--- src/rtl/maxpool2x2_stream.sv ---
// Streaming 2x2 / stride-2 max-pool with optional ReLU on a raster-order sample stream.
// One half-row line buffer holds the horizontal maxima of each even row until the odd row pairs with them.
module maxpool2x2_stream #(
  parameter int DATA_WIDTH = 16,
  parameter int IN_W       = 4,
  parameter int IN_H       = 4,
  parameter bit RELU       = 1'b1
) (
  input  logic                  clk,
  input  logic                  rst,
  input  logic                  valid_i,
  input  logic [DATA_WIDTH-1:0] data_i,
  output logic                  valid_o,
  output logic [DATA_WIDTH-1:0] data_o,
  output logic                  frame_done_o
);
  localparam int CW       = (IN_W > 1) ? $clog2(IN_W) : 1;
  localparam int RW       = (IN_H > 1) ? $clog2(IN_H) : 1;
  localparam int LB_DEPTH = IN_W / 2;
  localparam int LBW      = (LB_DEPTH > 1) ? $clog2(LB_DEPTH) : 1;
  localparam bit ODD_W    = (IN_W % 2) != 0;

  logic [CW-1:0]                col_q, col_d, col_half;
  logic [RW-1:0]                row_q, row_d;
  logic signed [DATA_WIDTH-1:0] h_q, x, hmax, vmax, lb_rd;
  logic signed [DATA_WIDTH-1:0] lbuf [LB_DEPTH];
  logic [LBW-1:0]               lidx;
  logic                         last_col, last_row, skip_col;
  logic                         valid_q, done_q;
  logic [DATA_WIDTH-1:0]        data_q;

  assign last_col = (col_q == CW'(IN_W - 1));
  assign last_row = (row_q == RW'(IN_H - 1));
  // With an odd width the trailing column has no partner and must not disturb h_q.
  assign skip_col = ODD_W && last_col;
  assign col_half = col_q >> 1;
  assign lidx     = col_half[LBW-1:0];
  assign lb_rd    = lbuf[lidx];

  always_comb begin
    x = $signed(data_i);
    if (RELU && x < 0) x = '0;
    hmax = (x > h_q) ? x : h_q;
    vmax = (lb_rd > hmax) ? lb_rd : hmax;
  end

  always_comb begin
    col_d = col_q;
    row_d = row_q;
    if (valid_i) begin
      if (last_col) begin
        col_d = '0;
        row_d = last_row ? '0 : row_q + 1'b1;
      end else begin
        col_d = col_q + 1'b1;
      end
    end
  end

  always_ff @(posedge clk) begin
    if (rst) begin
      col_q   <= '0;
      row_q   <= '0;
      h_q     <= '0;
      valid_q <= 1'b0;
      data_q  <= '0;
      done_q  <= 1'b0;
    end else begin
      col_q   <= col_d;
      row_q   <= row_d;
      valid_q <= 1'b0;
      done_q  <= 1'b0;
      if (valid_i) begin
        if (!col_q[0] && !skip_col) h_q <= x;
        if (col_q[0] && row_q[0]) begin
          data_q  <= vmax;
          valid_q <= 1'b1;
        end
        done_q <= last_col && last_row;
      end
    end
  end

  // Every entry is written on an even row before the odd row reads it, so no reset is needed.
  always_ff @(posedge clk) begin
    if (valid_i && col_q[0] && !row_q[0]) lbuf[lidx] <= hmax;
  end

  assign valid_o      = valid_q;
  assign data_o       = data_q;
  assign frame_done_o = done_q;
endmodule

--- config.mk ---
export PLATFORM = sky130hd
export DESIGN_NAME = maxpool2x2_stream
export DESIGN_NICKNAME = d
export VERILOG_FILES = /design/src/rtl/maxpool2x2_stream.sv
export SDC_FILE = /design/constraint.sdc
export NUM_CORES = 1
export LEC_CHECK = 0
export BUFFER_PORTS_ARGS = -buffer_cell sky130_fd_sc_hd__buf_2
export CORE_MARGIN = 3
export CORE_UTILIZATION = 30
export CTS_CLUSTER_SIZE = 40
export DETAILED_ROUTE_END_ITERATION = 8
export RECOVER_POWER = 25
export SLEW_MARGIN = 0
export SYNTH_ARGS = -nofsm -noshare
export SYNTH_HDL_FRONTEND = slang
export SYNTH_SLANG_ARGS = --single-unit
--- constraint.sdc ---
create_clock -name clk -period 9.05 [get_ports clk]
set_clock_uncertainty 0.15 [all_clocks]
set_input_delay 1.81 -clock clk [delete_from_list [all_inputs] [get_ports clk]]
set_output_delay 1.81 -clock clk [all_outputs]
set_load 0.02 [all_outputs]
Word-level counts from Yosys, hierarchy flattened --
Memories as Yosys holds them, arrays and structs flattened. A register that Yosys moved wholly into a read port is not among the register bits. Index checks and enable logic that the tools add are counted.
Operators by class: $add $sub $neg 2, multipliers 0, divide/modulo/power cells 0, order comparisons 3, equal/unequal tests 2, shifts and indexed selects 0, mux-type cells 10, bitwise operators 2, reduce and logical (&&, ||, !) cells 9
Operators with widths (number):
- 2-to-1 mux 16 bit | 3
- > comparator 16 bit | 2
- < comparator 16 x 1 -> 1 bit, second input constant | 1
- AND reduction 2 bit | 3
- 2-to-1 mux 1 bit | 5
- adder 2 x 1 -> 2 bit, second input constant | 2
- == test 2 bit, second input constant | 2
- logical AND 1 bit | 4
- 2-to-1 mux 2 bit | 2
- NOT 1 bit | 2
- OR reduction 2 bit | 1
- logical NOT 1 bit | 1
Storage, ports and cells: register bits after elaboration 38, latch bits 0, memory bits (writable) 32, ROM bits 0, bits of input ports 19, output and inout port bits 18, word-level logic and storage cells 35, memories kept 1
Memories:
- lbuf | words 2, bits a word 16, rd ports 1, clocked after Yosys merged registers in 1, wr ports 1, RTL line 26 | logic signed [DATA_WIDTH-1:0] lbuf [LB_DEPTH];

Longest topological paths before layout --
Gate-level depths: netlist of run 1.
depth in word-level cells 6, gate-level depth with buffers 19, depth with buffers taken out 15

Worst setup path after synthesis of run 1 --
OpenSTA, ideal clock, no wires.
path type input -> register, from input data_i[15], to register data_q[10], in the netlist data_o[10], setup time 83 ps, data arrival time 5474 ps, data required time 8817 ps, path slack 3344 ps, stages 16, path buffers 3, path through clkbuf_1 > and2b_2 > ha_1 > nor2b_1 > o211ai_1 > a2111o_1 > a31oi_4 > buf_8 > mux2i_1 > ha_1 > a21o_1 > a221o_1 > a211oi_1 > o21ai_1 > clkbuf_1 > o221ai_1
On the way: word-level cells in the longest chain between the ends 6
RTL lines:
- start: declaration | RTL line 12 | input logic [DATA_WIDTH-1:0] data_i,
- < comparator 16 x 1 -> 1 bit * | RTL line 42 | if (RELU && x < 0) x = '0;
- 2-to-1 mux 16 bit * | RTL line 42
- net x[1] | RTL line 25 | logic signed [DATA_WIDTH-1:0] h_q, x, hmax, vmax, lb_rd;
- > comparator 16 bit | RTL line 43 | hmax = (x > h_q) ? x : h_q;
- 2-to-1 mux 16 bit * | RTL line 43
- > comparator 16 bit | RTL line 44 | vmax = (lb_rd > hmax) ? lb_rd : hmax;
- 2-to-1 mux 16 bit * | RTL line 44
- end signal: assignment | RTL line 76 | data_q <= vmax;
- end: declaration | RTL line 30 | logic [DATA_WIDTH-1:0] data_q;
The timed path passes the listed nets; every way through them passes the cells marked *. A chain may end at the register's enable or synchronous reset.

Final worst setup path of run 1 --
from input data_i[15], to register data_q[14], in the netlist data_o[14]
The elaborated chain is that of the path after synthesis.

==> impl_metrics.toml, run 1 <==
[status]
outcome = "finished clean"

[cts]
clk_latency_ns = 0.32
cts_root_buffer = "clkbuf_16"
clock-sinks = 67
clk_pin_slew_ns = 0.06
cts_hold_buffers = 0
numCtsBuffers = 9
cts-resized-gates = 0
cts_setup_buffers = 0
cts-htree-levels = 3
cts_tree = "built"
cts.path.max_buffers = 2

[sta]
finalSetupTns_ns = 0
rsz0062_at_grt = "no"
layout_min_cycle_time_ns = 6.35
min_period_over_period = 0.702
relSlewSlack = 0.139
setup-violations-final = 0
tightest_slew_ns = 1.28
drv_slew = 0
fmax_mhz = 157
setup_ws_ns = 2.70
hold_violations = 0

[pwr]
p_seq_frac = 0.401
switching_power_uw = 193
switching_share = 0.233
p_leak_uw = 0.00177
total_power_uw = 829
power_frac_comb = 0.123
powerDensity_nw_per_um2 = 201
peakVddDrop_mv = 0.0708
clkPwrFrac = 0.476
p_int_uw = 636

[drt]
dr.pass1.iters = 4
wl_um = 7630
viasPerCell = 4.77
drc_errors = 0
wl_per_cell_um = 14.5
dr.first_iter.drc_count = 109
ant_nets = 0
vias = 2508

[global_route]
grt_max_degree = 24
grt.total_usage = 0.126
grt_pass1_wl_um = 12700
overflow = 0
grt_antenna_before_repair = 0
grt_pass1_vias = 2509

[floorplanning]
initial_core_util = 0.315
fp.dieH_um = 114
rows = 38
fp.dieW_um = 114
num_io_pins = 37
die_area_um2 = 13000
core-area_um2 = 11100

[critical_path]
cp_top_family = "compound AO/OA/AOI/OAI gates"
r2r_start = "h_q[1]"
slowest_stage = "o21ai_1"
critPathMaxStageDelay_ns = 1.01
crit_top_cell = "ha_1"
crit_fanout = 15
required_ns = 9.04
worstSetupPathType = "in2reg"
crit_start = "data_i[15]"
path_depth = 15
timing.rr.end = "data_o[14]"
critPathLaunchType = "input pin"
rrSetupSlack_ns = 4.30
ff2ff_path_depth = 14
end_kind = "register"
arrival_ns = 6.34
cp-endpoint = "data_o[14]"
path_cells = "buf_2 > and2b_2 > ha_1 > nor2b_1 > o211ai_1 > a2111o_1 > a31oi_4 > mux2i_1 > ha_1 > nand2_1 > o21a_1 > o21ai_0 > a211oi_1 > o21ai_1 > o221ai_1"
path_buf_inv = 1

[synth]
synthCells = 347
ys.flop_type = "dfxtp_1"
ys_types = 40
ys_async_sr_fraction = 0
synth_seq_cells = 67
avgSynthCellArea_um2 = 10.1
synth_area_um2 = 3500
ys_seq_area_frac = 0.469
synth-edff-count = 30
synth_nets = 398
yosysWarnings = 0

[placement]
place_worst_setup_slack_ns = 2.33
gp_routability_congestion = 0.772
dp_hpwl_um = 5550
numPortBuffers = 35

[layout]
fin_nets = 432
multi_input_area_um2 = 1610
regArea_um2 = 1640
layout_commonest_cell = "nand2_1"
final_layout_size_suffix_gt1_frac = 0.163
syn_to_final_growth_pct = 17.8
final_cell_mix = "53 x nand2_1, 46 x inv_1, 37 x dfxtp_1, 33 x buf_2, 32 x ha_1"
fillCellCount = 1148
antenna_cells = 0

[flow_run]
drv_cap = 0

[hold_path]
hp-class = "reg2reg"
worst register-to-register path: stages, from the launching register on:
cell	delay, ns
dfxtp_1	0.35
inv_1	0.05
ha_1	0.29
nor2b_1	0.13
o211ai_1	0.08
a2111o_1	0.40
a31oi_4	0.59
mux2i_1	0.49
ha_1	0.23
nand2_1	0.11
o21a_1	0.20
o21ai_0	0.18
a211oi_1	0.09
o21ai_1	1.01
o221ai_1	0.24
flip-flops by register name, summed over array words and instances (netlist names), named ones only:
signal	cells
col_q	2
data_o	15
frame_done_o	1
h_q	15
lbuf	30
row_q	2
valid_o	1
through the flow:
stage | utilization | hold slack (ns) | instances | cell area (µm²)
6_report | 0.371 | 0.316 | 526 | 4120
5_1_grt | 0.371 | 0.335 | 526 | 4120
4_1_cts | 0.372 | 0.316 | 526 | 4140
3_5_place_dp | 0.342 | 0.296 | 510 | 3800
3_3_place_gp | 0.342 | 0.298 | 510 | 3800
2_1_floorplan | - | 0.290 | 347 | 3500
layout make-up:
type                       count  share of cell area
inverter                      46              0.0419
timing repair buffer          38              0.0455
sequential                    67               0.398
tap                          140              0.0425
clock inverter                 7              0.0282
clock buffer                   9              0.0546
multi-input combinational    219               0.389
kinds of logic (layout without fill, tap and decap cells):
kind of cell / count (synthesis) / in the layout / synth area share
other: 1 / 1 / 0.00107
adders and majority gates: 32 / 32 / 0.114
buffers and inverters: 61 / 100 / 0.0722
AOI/OAI and AO/OA: 60 / 60 / 0.120
DFF: 67 / 67 / 0.469
muxes: 31 / 31 / 0.0887
and+or+nand+nor: 95 / 95 / 0.135
layer usage:
metal	up-vias	wire, µm	GRT usage
met5	-	0	0
li1	1281	-	-
met4	0	58	0.0372
met2	41	3590	0.195
met1	1181	3720	0.172
met3	5	258	0.0345
Yosys cell counts (2+ instances only):
library cell | number | area, µm²
a21o_1 | 3 | 22.5
a21oi_1 | 29 | 145
and2b_2 | 9 | 78.8
and3_1 | 2 | 12.5
clkbuf_1 | 10 | 37.5
dfxtp_1 | 37 | 741
edfxtp_1 | 30 | 901
ha_1 | 32 | 400
inv_1 | 46 | 173
mux2i_1 | 31 | 310
nand2_1 | 53 | 199
nand3_1 | 4 | 20.0
nand4_1 | 4 | 25.0
nor2_1 | 7 | 26.3
nor2b_1 | 7 | 43.8
nor3_1 | 2 | 10.0
nor3b_1 | 2 | 15.0
o21a_1 | 2 | 15.0
o21ai_0 | 3 | 15.0
o221ai_1 | 13 | 114
o221ai_2 | 2 | 30.0
how the worst min path moves through the flow:
stage	from	end	slack [ns]	cells past startpoint
2_1_floorplan	row_q[1]	row_q[1]	0.29	2
3_3_place_gp	row_q[1]	row_q[1]	0.30	2
3_5_place_dp	data_o[9]	data_o[9]	0.30	2
4_1_cts	data_o[8]	data_o[8]	0.32	2
5_1_grt	row_q[1]	row_q[1]	0.33	2
6_report	data_o[8]	data_o[8]	0.32	2
power groups by stage:
stage	Combinational (µW)	Sequential (µW)	Clock (µW)
after global placement	99.6	339	0
final	102	333	395
after detailed placement	103	339	0
after global routing	117	334	417
after CTS	103	333	403
after floorplan	81.2	336	0
(Power assumes the default switching activity.)
==> run 2: changes to the inputs <==
ABC_AREA = 1   (was not set)
clock period = 5.35 ns   (was 9.05 ns; I/O delays follow)
==> run 2 against run 1 <==
The flow now finishes with violations (capacitance limit, slew limit). Combinational power grew to 3.2 times the previous value. Core utilization shrank 1.9 points. Synthesized area grew 19%. Power grew 72%. Clock-buffer cell count grew 1. Sequential power grew 74%. Non-clock buffer count grew 1. Global-route usage grew 0.19 points. Critical path type unchanged. Critical endpoint unchanged.
==> impl_metrics.toml, run 2 <==
[status]
outcome = "finished with violations"
failed_checks = "capacitance limit, slew limit"

[floorplanning]
fp.dieW_um = 124
fp.dieH_um = 124
core-area_um2 = 13400
initial_core_util = 0.310
rows = 42
die_area_um2 = 15300
num_io_pins = 37

[layout]
final_layout_size_suffix_gt1_frac = 0.199
largest_reg_flops = 30
final_cell_mix = "142 x nand2_1, 89 x inv_1, 37 x dfxtp_1, 33 x buf_2, 32 x ha_1"
syn_to_final_growth_pct = 13.7
multi_input_area_um2 = 1990
finish.instance_area_um2 = 4720
layout_commonest_cell = "nand2_1"
fin_nets = 615
antenna_cells = 0
fillCellCount = 1380
regArea_um2 = 1640
top_register = "lbuf"

[synth]
synth_nets = 585
synth_top_area_frac = 0.217
ys_async_sr_fraction = 0
synth_adder_area_share = 0.0965
synthCells = 534
synth-edff-count = 30
netlist_top_cells_count = "142 x nand2_1, 89 x inv_1, 37 x dfxtp_1"
yosysMostFrequentCell = "nand2_1"
muxShareOfSynthArea = 0.00241
yosys.area_share.simple = 0.287
ys_seq_area_frac = 0.396
yosysWarnings = 0
avgSynthCellArea_um2 = 7.77
yosys-top-cells-area = "edfxtp_1 22%, dfxtp_1 18%, nand2_1 13%, ha_1 9.6%, inv_1 8.0%"
synth.largest_area_cell = "edfxtp_1"
synth-xor-area-share = 0
ys.flop_type = "dfxtp_1"
synth_area_um2 = 4150
synth_seq_cells = 67
synth_top_family_by_area = "simple AND/OR/NAND/NOR gates"
ys_types = 29
synth_compound_area_frac = 0.0932

[pwr]
peakVddDrop_mv = 0.143
total_power_uw = 1420
p_leak_uw = 0.00221
powerDensity_nw_per_um2 = 302

[cts]
cts_root_buffer = "clkbuf_16"
cts-htree-levels = 3
cts-resized-gates = 0
numCtsBuffers = 9
cts_hold_buffers = 0
cts_tree = "built"
cts.path.max_buffers = 2
clock-sinks = 67
cts_setup_buffers = 0
clk_latency_ns = 0.32
clk_pin_slew_ns = 0.06

[placement]
dp_hpwl_um = 6980
place_area_um2 = 4480
gp_routability_congestion = 0.854
numPortBuffers = 35

[critical_path]
path_cells = "buf_2 > inv_1 > nand2_1 > inv_1 > ha_1 > nand2_1 > inv_1 > a21oi_1 > nand2_1 > nand2_1 > nand2_4 > nand2_4 > nand2_1 > nand2_1 > inv_1 > ha_1 > a21oi_1 > nand2_1 > a21oi_1 > nand2_2 > nand2_4 > nand3_1 > nand2_1 > a21oi_1"
path_buf_inv = 5
slowest_stage = "inv_1"
end_kind = "register"
critPathLaunchType = "input pin"
crit_top_cell = "nand2_1"
timing.rr.end = "data_o[14]"
r2r_start = "h_q[8]"
required_ns = 5.32
arrival_ns = 4.72
crit_fanout = 16
critPathMaxStageDelay_ns = 0.34
rrSetupSlack_ns = 1.55
cp_top_family = "simple AND/OR/NAND/NOR gates"
worstSetupPathType = "in2reg"
ff2ff_path_depth = 21

[drt]
vias = 3310
dr.pass1.iters = 4
wl_per_cell_um = 12.4
viasPerCell = 4.44
ant_nets = 0
drc_errors = 0
wl_um = 9210
dr.first_iter.drc_count = 149

[global_route]
grt_pass1_vias = 3210
grt_max_degree = 37
grt_antenna_before_repair = 0
overflow = 0
grt_pass1_wl_um = 15300
grt.total_usage = 0.128

[sta]
relSlewSlack = -0.345
drv_slew = 37
tightest_slew_ns = 2.02
finalSetupTns_ns = 0
hold_violations = 0
rsz0062_at_grt = "no"
setup-violations-final = 0
fmax_mhz = 210
layout_min_cycle_time_ns = 4.75
min_period_over_period = 0.888

[flow_run]
drv_cap = 1

[hold_path]
hp-class = "reg2reg"
hp-start = "data_o[10]"
hold-path-endpoint = "data_o[10]"
min_path_cells = 2
-- run 2: logic make-up (layout without fill, tap and decap cells) --
family	count (synthesis)	after routing
AOI/OAI and AO/OA	59	59
adders and majority gates	32	32
buffers and inverters	128	163
DFF	67	67
muxes	1	1
other	1	1
and+or+nand+nor	246	246
-- run 2: layout make-up --
class	instances	share of cell area
clock buffers	10	0.0485
flip-flops and latches	67	0.348
repair buffers	39	0.0414
multi-input cells	339	0.423
inverters	108	0.0859
well taps	176	0.0467
clock inverters	6	0.00690
-- run 2: metal layers --
layer  up-vias  share of wire  track usage
li1       1762              -            -
met1      1491           0.49        0.173
met2        49           0.47        0.207
met3         8          0.028       0.0213
met4         0          0.013       0.0443
met5         -              0            0
-- run 2: stage by stage --
stage | std cells | util | hold slack, ns | setup WS, ns
3_3_place_gp | 729 | 0.334 | 0.303 | 0.391
5_1_grt | 745 | 0.352 | 0.344 | 0.107
3_5_place_dp | 729 | 0.334 | 0.309 | 0.317
4_1_cts | 745 | 0.354 | 0.318 | 0.653
2_1_floorplan | 534 | - | 0.295 | 1.18
6_report | 745 | 0.352 | 0.315 | 0.599
-- run 2: worst max-delay path by stage --
| stage | startpoint | to | cells after the start |
|---|---|---|---|
| floorplan | data_i[15] | data_o[11] | 28 |
| global placement | data_i[15] | data_o[9] | 24 |
| detailed placement | data_i[15] | data_o[14] | 24 |
| CTS | data_i[15] | data_o[9] | 24 |
| global route | data_i[15] | data_o[14] | 26 |
| finish | data_i[15] | data_o[14] | 24 |
-- run 2: tightest hold or removal path: stages (launching register included) --
cell and delay, ns:
dfxtp_1 0.31, nand2_1 0.06, a21oi_1 0.05
-- run 2: where the power goes --
group          internal [µW]  switching, µW  total [µW]
Clock                    308            210         518
Combinational            113            213         326
Sequential               563           17.3         580
Total                    984            440        1420
